$ cat src/rtl/rvvi_stall_scheduler.sv
// Stall scheduler for the RVVI trace path: arbitrates host slow-down requests against
// local trace-FIFO almost-full. Optional statistics counters are enabled by RVVI_STALL_STATS_EN.
module rvvi_stall_scheduler #(
  parameter int unsigned BASE_COUNT = 800,
  parameter int unsigned MAX_SHIFT  = 6,
  parameter int unsigned CNT_W      = 17,
  parameter int unsigned PEND_W     = 10,
  parameter int unsigned COOLDOWN   = 16
) (
  input  logic              CPUCLK,
  input  logic              bus_struct_reset,
  input  logic              HostRequestSlowDown,
  input  logic [31:0]       HostFiFoFillAmt,
  input  logic              LocalFifoAlmostFull,
  input  logic              RVVIStall,
  output logic              HostStall,
  output logic [1:0]        StallReason,
  output logic [PEND_W-1:0] PendingCount
`ifdef RVVI_STALL_STATS_EN
  ,
  output logic [31:0]       StallCycles,
  output logic [15:0]       StallEpisodes
`endif
);

  localparam int unsigned COOL_W = $clog2(COOLDOWN + 1);

  typedef enum logic [2:0] {
    IDLE       = 3'd0,
    WAIT_ACK   = 3'd1,
    HOLD_HOST  = 3'd2,
    HOLD_LOCAL = 3'd3,
    COOL_DOWN  = 3'd4
  } state_t;

  state_t              state, nextState;
  logic                reqDly;
  logic                hostEdge;
  logic [CNT_W-1:0]    holdCnt;
  logic [CNT_W-1:0]    threshold;
  logic [CNT_W-1:0]    holdTarget;
  logic [COOL_W-1:0]   coolCnt;
  logic [3:0]          fillShift;
  logic                holdDone;
  logic                coolDone;
  logic                unusedFillLow;

  assign hostEdge      = HostRequestSlowDown & ~reqDly;
  assign unusedFillLow = ^HostFiFoFillAmt[23:0];

  // Hold length scales with the magnitude of the host fill byte: one doubling per bit position.
  always_comb begin
    fillShift = 4'd0;
    for (int i = 0; i < 8; i++) begin
      if (HostFiFoFillAmt[24 + i]) fillShift = 4'(i + 1);
    end
    if (fillShift > 4'(MAX_SHIFT)) fillShift = 4'(MAX_SHIFT);
  end

  assign holdTarget = CNT_W'(BASE_COUNT) << fillShift;
  assign holdDone   = (state == HOLD_HOST) && (holdCnt == threshold - CNT_W'(1));
  assign coolDone   = (coolCnt == COOL_W'(COOLDOWN - 1));

  // NOTE: every signal driven here gets a default first, so no path leaves one unassigned (no latch).
  always_comb begin
    nextState = state;
    case (state)
      IDLE: begin
        if (LocalFifoAlmostFull)                        nextState = HOLD_LOCAL;
        else if (hostEdge || (PendingCount != '0))      nextState = WAIT_ACK;
      end
      WAIT_ACK: begin
        if (LocalFifoAlmostFull)                        nextState = HOLD_LOCAL;
        else if (RVVIStall)                             nextState = HOLD_HOST;
      end
      HOLD_HOST: begin
        // A local request raised during the host hold follows it directly, without a cooldown gap.
        if (holdDone) nextState = LocalFifoAlmostFull ? HOLD_LOCAL : COOL_DOWN;
      end
      HOLD_LOCAL: begin
        if (!LocalFifoAlmostFull)                       nextState = COOL_DOWN;
      end
      COOL_DOWN: begin
        if (LocalFifoAlmostFull)                        nextState = HOLD_LOCAL;
        else if (coolDone)                              nextState = IDLE;
      end
      default:                                          nextState = IDLE;
    endcase
  end

  // NOTE: state registers use non-blocking assignments so all flops update from pre-edge values.
  always_ff @(posedge CPUCLK or posedge bus_struct_reset) begin
    if (bus_struct_reset) begin
      state        <= IDLE;
      reqDly       <= 1'b0;
      PendingCount <= '0;
      holdCnt      <= '0;
      threshold    <= '0;
      coolCnt      <= '0;
    end else begin
      state  <= nextState;
      reqDly <= HostRequestSlowDown;

      case ({hostEdge, holdDone})
        2'b10:   if (PendingCount != '1) PendingCount <= PendingCount + 1'b1;
        2'b01:   if (PendingCount != '0) PendingCount <= PendingCount - 1'b1;
        default: PendingCount <= PendingCount;
      endcase

      // Threshold is frozen at hold entry; later fill reports do not stretch the current hold.
      if (state == WAIT_ACK && nextState == HOLD_HOST) begin
        holdCnt   <= '0;
        threshold <= holdTarget;
      end else if (state == HOLD_HOST) begin
        holdCnt <= holdCnt + 1'b1;
      end

      coolCnt <= (state == COOL_DOWN) ? coolCnt + 1'b1 : '0;
    end
  end

  assign HostStall   = (state == HOLD_HOST) || (state == HOLD_LOCAL);
  assign StallReason = (state == HOLD_HOST)  ? 2'b01 :
                       (state == HOLD_LOCAL) ? 2'b10 : 2'b00;

`ifdef RVVI_STALL_STATS_EN
  logic enterHold;

  assign enterHold = ((nextState == HOLD_HOST)  && (state != HOLD_HOST)) ||
                     ((nextState == HOLD_LOCAL) && (state != HOLD_LOCAL));

  always_ff @(posedge CPUCLK or posedge bus_struct_reset) begin
    if (bus_struct_reset) begin
      StallCycles   <= '0;
      StallEpisodes <= '0;
    end else begin
      if (HostStall && (StallCycles != '1))   StallCycles   <= StallCycles + 1'b1;
      if (enterHold && (StallEpisodes != '1)) StallEpisodes <= StallEpisodes + 1'b1;
    end
  end
`endif

endmodule

$ cat config.mk
export PLATFORM = sky130hd
export DESIGN_NAME = rvvi_stall_scheduler
export DESIGN_NICKNAME = d
export VERILOG_FILES = /design/src/rtl/rvvi_stall_scheduler.sv
export SDC_FILE = /design/constraint.sdc
export NUM_CORES = 1
export LEC_CHECK = 0
export ABC_AREA = 1
export CORE_MARGIN = 5
export CORE_UTILIZATION = 30
export CTS_BUF_LIST = sky130_fd_sc_hd__clkbuf_2 sky130_fd_sc_hd__clkbuf_4 sky130_fd_sc_hd__clkbuf_8
export DETAILED_ROUTE_END_ITERATION = 8
export PLACE_DENSITY = 0.52
export SYNTH_ARGS = -nofsm -noshare
export SYNTH_HDL_FRONTEND = slang
export SYNTH_SLANG_ARGS = --single-unit
$ cat constraint.sdc
create_clock -name CPUCLK -period 2.6 [get_ports CPUCLK]
set_input_delay 0.39 -clock CPUCLK [delete_from_list [all_inputs] [get_ports CPUCLK]]
set_output_delay 0.39 -clock CPUCLK [all_outputs]
set_load 0.1 [all_outputs]
==> impl_results.md, run 1 <==
- Adder-cell share of the synthesized area: 3.65%
- Most frequent CP cell: nand2_2
- Commonest non-fill, non-tap cell in the layout: nand2_1
- IO buf count: 25
- Worst Setup End Kind: flip-flop
- Critical path class: flip-flop to flip-flop
- Clock Path Buffers: 2
- Worst Path Arrival: 2.87 ns
- GP Congestion: 0.829
- Final Critical Period: 2.62 ns
- Vias/cell: 4.70
- Crit path cell chain: buf_6, nor2_4, nand2_2, nor2_4, nand2_1, nand2_1, nand2_2, nor3_4, buf_4, nand4_1, nand2_2, inv_2, ha_2, inv_2, nand2_2, nand3_4, o21ai_2, buf_4, xor2_1, o21ai_1
- Netlist Area Pre-Place: 3430 µm²
- Syn Nets: 553
- Synth Area in Simple Gates: 39.4%
- Cell Area, Placed: 4290 µm²
- Post-Layout Inst Area: 4940 µm²
- CP peak stage delay: 0.40 ns
- Final setup margin: -0.0225 ns
- Setup TNS: -0.0421 ns
- Leak Pwr: 0.00238 µW
- Initial DRC count: 279
- Hold Crit Class: primary input to async pin
- Area Growth Syn to Fin: 43.8%
- Routed WL: 9680 µm
- TritonCTS buffer count: 5
- Synthesis Warnings: 0
- Yosys cell types: 38
- Combinational family with the most area after synthesis: simple AND/OR/NAND/NOR gates
- Final setup violation count: 2
- Mean Syn Cell Area: 6.78 µm²
- Rel. slew slack: 63.9%
- Initial core utilization: 30.3%
- Clock Sinks: 48
- Violated checks: setup timing
- #FFs+latches synth: 48
- Number of synthesized flops with an enable pin: 0
- Seq/Total Area, Yosys: 35.0%
- RSZ-0062 raised after global routing: true
- Die Area: 13700 µm²
- Slew Limit Fails: 0
- CTS H-tree depth: 2
- Worst endpoint required time: 2.85 ns
- Initial antenna violation count: 0
- Largest net degree at the start of global routing: 26
- Final period utilization: 101%
- Post-synthesis compound-gate area fraction: 9.41%
- DRT antenna net count: 0
- Crit Path Max Fanout: 4
- Commonest cells after routing, fill and taps aside: nand2_1 (118), buf_4 (84), inv_1 (65)
- Root buffer cell: clkbuf_8
- Die Y: 117 µm
- # diodes: 0
- Fill cells: 1169
- Total core area: 11300 µm²
- Core Rows: 39
- I/O Pins: 50
- Max Clk Rate: 381 MHz
- Die W: 117 µm
- Clk slew on worst S/H paths: 0.10 ns
- Tot GR Track Use: 14.3%
- Synth Area in XOR/XNOR: 3.57%
- Maxcap violations: 0
- Power Dens Cells: 981 nW/µm²
- Status: finished with violations
- VDD IR max: 0.841 mV
- CTS Hold Bufs: 0
- Pre-Repair DR Iteration Count: 4
- Slowest library cell on the worst path: dfrtp_1
- Via count: 3571
- Final hold vios: 0
- Final Skew: 0.0191 ns
- CTS tree: done
- Layout cells sized above 1: 32.4%
- Transition time of the tightest slew-check pin: 0.528 ns
- Residual DRC: 0
- Worst-Skew Late Latency: 0.32 ns
- Vias in the first global route: 3434
- Congestion Overflow GR: 0
- Async S/R FF share, synth: 100%
- Post-synthesis mux area share: 0%
- Ys flop type: dfrtp_1
- CP Launch Type: flip-flop
- First-pass GRT wire length: 15800 µm
- Synth Instances: 506
- WL/cell: 12.7 µm
- DP HPWL: 7180 µm
- Final nets: 663
- Worst hold margin: 0.282 ns
[sequential cells by signal, indices dropped and copies added (netlist names)]
| register | flops |
|---|---|
| PendingCount | 10 |
| coolCnt | 5 |
| holdCnt | 17 |
| reqDly | 1 |
| state | 3 |
| threshold | 12 |
[logic make-up after synthesis]
group / after synthesis
adders and majority gates: 10
xor gates and xnor gates: 14
and+or+nand+nor: 294
AOI/OAI and AO/OA: 59
DFF: 48
buffers and inverters: 81
[layer usage]
metal / wire length, µm / global-route usage, % / vias to the layer above
li1: - / - / 1838
met3: 300 / 2.26 / 7
met1: 4470 / 18.6 / 1678
met5: 0 / 0 / -
met4: 165 / 4.74 / 0
met2: 4740 / 24.4 / 48
[worst max-delay path: cells and delay by family, from the launching register on]
kind	cells	cell delay (ns)
buffers and inverters	5	0.53
DFF	1	0.40
AOI/OAI and AO/OA	2	0.18
xor gates and xnor gates	1	0.13
adders and majority gates	1	0.16
and+or+nand+nor	11	1.14
[power breakdown]
part	internal, µW	leakage, µW	switching, µW
combinational	1210	0.00169	1970
clock	296	0.0000586	266
sequential	922	0.000630	177
[worst paths after layout]
check / from / end / slack, ns / cells after the start
max: threshold[6] / PendingCount[4] / -0.02 / 20
min: bus_struct_reset / reqDly / 0.28 / 2
max reg2reg: threshold[6] / PendingCount[4] / -0.02 / 20
min reg2reg: coolCnt[0] / coolCnt[0] / 0.46 / 1
max in group asynchronous: bus_struct_reset / threshold[8] / 1.76 / 3
min in group CPUCLK: coolCnt[0] / coolCnt[0] / 0.46 / 1
[cell usage after synthesis (all sizes together) (2+ instances only)]
| master | instances | area, µm² |
|---|---|---|
| inv | 76 | 285 |
| xnor2 | 3 | 26.3 |
| o41ai | 2 | 17.5 |
| nor3 | 11 | 66.3 |
| nand4 | 11 | 68.8 |
| a31oi | 2 | 12.5 |
| a21oi | 13 | 65.1 |
| ha | 10 | 125 |
| nor4 | 5 | 31.3 |
| nor2 | 69 | 287 |
| dfrtp | 48 | 1200 |
| xor2 | 11 | 96.3 |
| a211oi | 2 | 15.0 |
| nand3 | 42 | 228 |
| nand2 | 145 | 574 |
| o21ai | 37 | 189 |
| clkbuf | 3 | 11.3 |
| nor3b | 8 | 76.3 |
[metrics by stage]
stage | setup WS, ns | power [µW] | std cells | util [%]
2_1_floorplan | -0.324 | 2820 | 506 | -
3_3_place_gp | -0.153 | 3710 | 729 | 37.9
3_5_place_dp | -0.158 | 3740 | 729 | 37.9
4_1_cts | -0.0677 | 4450 | 748 | 40.1
5_1_grt | -0.250 | 5250 | 760 | 43.6
6_report | -0.0225 | 4840 | 760 | 43.6
[cell type report]
cell class / instances / area [µm²] / area share (%)
flip-flops and latches: 48 / 1210 / 24.5
repair buffers: 107 / 920 / 18.6
well taps: 143 / 179 / 3.62
multi-input cells: 377 / 2220 / 45.0
inverters: 77 / 297 / 6.01
clock buffers: 6 / 76.3 / 1.55
clock inverters: 2 / 35.0 / 0.710
[timing repair]
action,CTS,global route
pin swaps,15,36
resized for setup,21,77
gates cloned,0,2
buffers inserted,11,11
endpoints found under the setup margin,10,37
Note: power is estimated with default switching activity, not from simulation.
==> inputs of run 2 (changes only) <==
Settings changed: RECOVER_POWER set to 50.
==> run 2 against run 1 <==
The flow still finishes with violations (setup timing). Critical path depth is the same. Sequential power about the same. Fmax barely moved. Worst setup slack worse by 0.00066 ns. Critical endpoint unchanged.
==> impl_results.md, run 2 (synthesized netlist as in run 1, its figures left out) <==
- Status: finished with violations
- Violated checks: setup timing
- Root buffer cell: clkbuf_8
- Via count: 3569 (-0.056%)
- Worst r2r src: threshold[6]
- Total core area: 11300 µm² (unchanged)
- CP Launch Type: flip-flop
- Critical Path Start: threshold[6]
- Largest Register: holdCnt
- Die W: 117 µm (unchanged)
- Critical Path End: PendingCount[4]
- Power Dens Cells: 982 nW/µm² (+0.18%)
- Most Crowded Layer GR: met2
- RSZ-0062 raised after global routing: true
- Hold Crit Class: flip-flop to flip-flop
- Crit path cell chain: buf_6, nor2_4, nand2_2, nor2_4, nand2_1, nand2_1, nand2_2, nor3_4, buf_4, nand4_1, nand2_2, inv_2, ha_2, inv_2, nand2_2, nand3_4, o21ai_2, buf_4, xor2_1, o21ai_1
- VDD IR max: 0.842 mV (about the same)
- CP delay by family, top: simple AND/OR/NAND/NOR gates
- Transition time of the tightest slew-check pin: 1.17 ns (+0.643 ns)
- Rel. slew slack: 21.9% (-42 points)
- Residual DRC: 0 (unchanged)
- Cell Area, Placed: 4290 µm² (unchanged)
- DRT antenna net count: 0 (unchanged)
- Leak Pwr: 0.00237 µW (-0.24%)
- First-pass GRT wire length: 15800 µm (unchanged)
- Die Area: 13700 µm² (unchanged)
- GR Util met1: 18.6% (unchanged)
- Die Y: 117 µm (unchanged)
- R2R depth: 20 (unchanged)
- CTS H-tree depth: 2 (unchanged)
- Final setup margin: -0.0232 ns (-0.000660 ns)
- Commonest cells after routing, fill and taps aside: nand2_1 (118), buf_4 (82), inv_1 (66)
- CP peak stage delay: 0.40 ns (about the same)
- Worst path depth: 20 (unchanged)
- Top Registers: holdCnt (17), threshold (12), PendingCount (10)
- CP bufs+invs: 5 (unchanged)
- Final nets: 663 (unchanged)
- Crit Path Max Fanout: 4 (unchanged)
- IO buf count: 25 (unchanged)
- Routed WL: 9730 µm (+0.56%)
- Critical path class: flip-flop to flip-flop
- Post-Layout Inst Area: 4930 µm² (-0.15%)
- Reg2Reg Setup Slack: -0.02 ns (about the same)
- Max reg flops: 17 (unchanged)
- Met2 Use GR: 24.4% (unchanged)
- Slew Limit Fails: 0 (unchanged)
- Initial DRC count: 268 (-3.9%)
- Slowest library cell on the worst path: dfrtp_1
- CTS tree: done
- WL/cell: 12.8 µm (+0.56%)
- # diodes: 0 (unchanged)
- Worst R2R End: PendingCount[4]
- Commonest non-fill, non-tap cell in the layout: nand2_1
- Congestion Overflow GR: 0 (unchanged)
- Area Growth Syn to Fin: 43.6%
- Clock Sinks: 48 (unchanged)
- Worst endpoint required time: 2.85 ns (about the same)
- TritonCTS buffer count: 5 (unchanged)
- Initial antenna violation count: 0 (unchanged)
- Pre-Repair DR Iteration Count: 6 (+2)
- Clk slew on worst S/H paths: 0.10 ns (about the same)
- Maxcap violations: 0 (unchanged)
- Final Critical Period: 2.62 ns (+0.000660 ns)
- I/O Pins: 50 (unchanged)
- Most frequent CP cell: nand2_2
- Final setup violation count: 2 (unchanged)
- Final Skew: 0.0200 ns (+0.000893 ns)
- Largest net degree at the start of global routing: 26 (unchanged)
- Layout cells sized above 1: 31.9% (-0.49 points)
- Tot GR Track Use: 14.3% (unchanged)
- DP HPWL: 7180 µm (unchanged)
- Worst Path Arrival: 2.87 ns (about the same)
- Vias/cell: 4.70 (about the same)
- Worst-Skew Late Latency: 0.32 ns (about the same)
- Global routing met3 resource utilization: 2.26% (unchanged)
- GP Congestion: 0.829 (unchanged)
- Worst Setup End Kind: flip-flop
- Core Rows: 39 (unchanged)
- Clock Path Buffers: 2 (unchanged)
- Max Clk Rate: 381 MHz (about the same)
- Final period utilization: 101% (about the same)
- Initial core utilization: 30.3% (unchanged)
- Setup TNS: -0.0378 ns (+0.00433 ns)
- Vias in the first global route: 3434 (unchanged)
- Final hold vios: 0 (unchanged)
- Fill cells: 1170 (+0.086%)
run 2: cell types whose count changed in the layout (fill, tap and decap cells not counted):
cell             previous run  this run
buf_4                      84        82
clkbuf_1                    0         2
clkdlybuf4s50_1            12        10
dlygate4sd3_1               0         2
inv_1                      65        66
inv_2                       9         8
run 2: how the worst min path moves through the flow:
stage / startpoint / endpoint / slack, ns / depth (start not counted)
floorplan: HostRequestSlowDown / reqDly / 0.42 / 0
global placement: coolCnt[0] / coolCnt[0] / 0.45 / 1
detailed placement: coolCnt[0] / coolCnt[0] / 0.45 / 1
CTS: bus_struct_reset / reqDly / 0.28 / 2
global route: bus_struct_reset / reqDly / 0.48 / 2
finish: coolCnt[0] / coolCnt[0] / 0.46 / 1
run 2: layout make-up:
| cell class | instances | area, µm² | share of cell area [%] |
|---|---|---|---|
| Multi-Input combinational cell | 377 | 2220 | 45.1 |
| Sequential cell | 48 | 1210 | 24.5 |
| Timing Repair Buffer | 107 | 912 | 18.5 |
| Inverter | 77 | 297 | 6.02 |
| Tap cell | 143 | 179 | 3.63 |
| Clock buffer | 6 | 76.3 | 1.55 |
| Clock inverter | 2 | 35.0 | 0.711 |
run 2: through the flow:
stage / cells / setup WS, ns / hold slack (ns) / total power [µW] / util [%]
after global routing: 760 / -0.250 / 0.479 / 5240 / 43.5
after global placement: 729 / -0.153 / 0.445 / 3710 / 37.9
final: 760 / -0.0232 / 0.462 / 4840 / 43.5
after detailed placement: 729 / -0.158 / 0.453 / 3740 / 37.9
after floorplan: 506 / -0.324 / 0.421 / 2820 / -
after CTS: 748 / -0.0677 / 0.280 / 4450 / 40.1
run 2: what timing repair did:
action | CTS | global route
gates cloned | 0 | 2
endpoints found under the setup margin | 10 | 37
resized for setup | 21 | 77
buffers inserted | 11 | 11
pin swaps | 15 | 36
hold buffers | 0 | 0
run 2: per-layer routing:
metal	up-vias	wire length, µm
li1	1838	-
met1	1669	4540
met2	52	4750
met3	10	261
met4	0	180
met5	-	0
run 2: report_power, final:
part,total (µW),leakage (µW),switching (µW),internal [µW]
Clock,562,0.0000586,266,296
Sequential,1100,0.000630,176,922
Combinational,3180,0.00168,1970,1210
Total,4840,0.00237,2410,2430
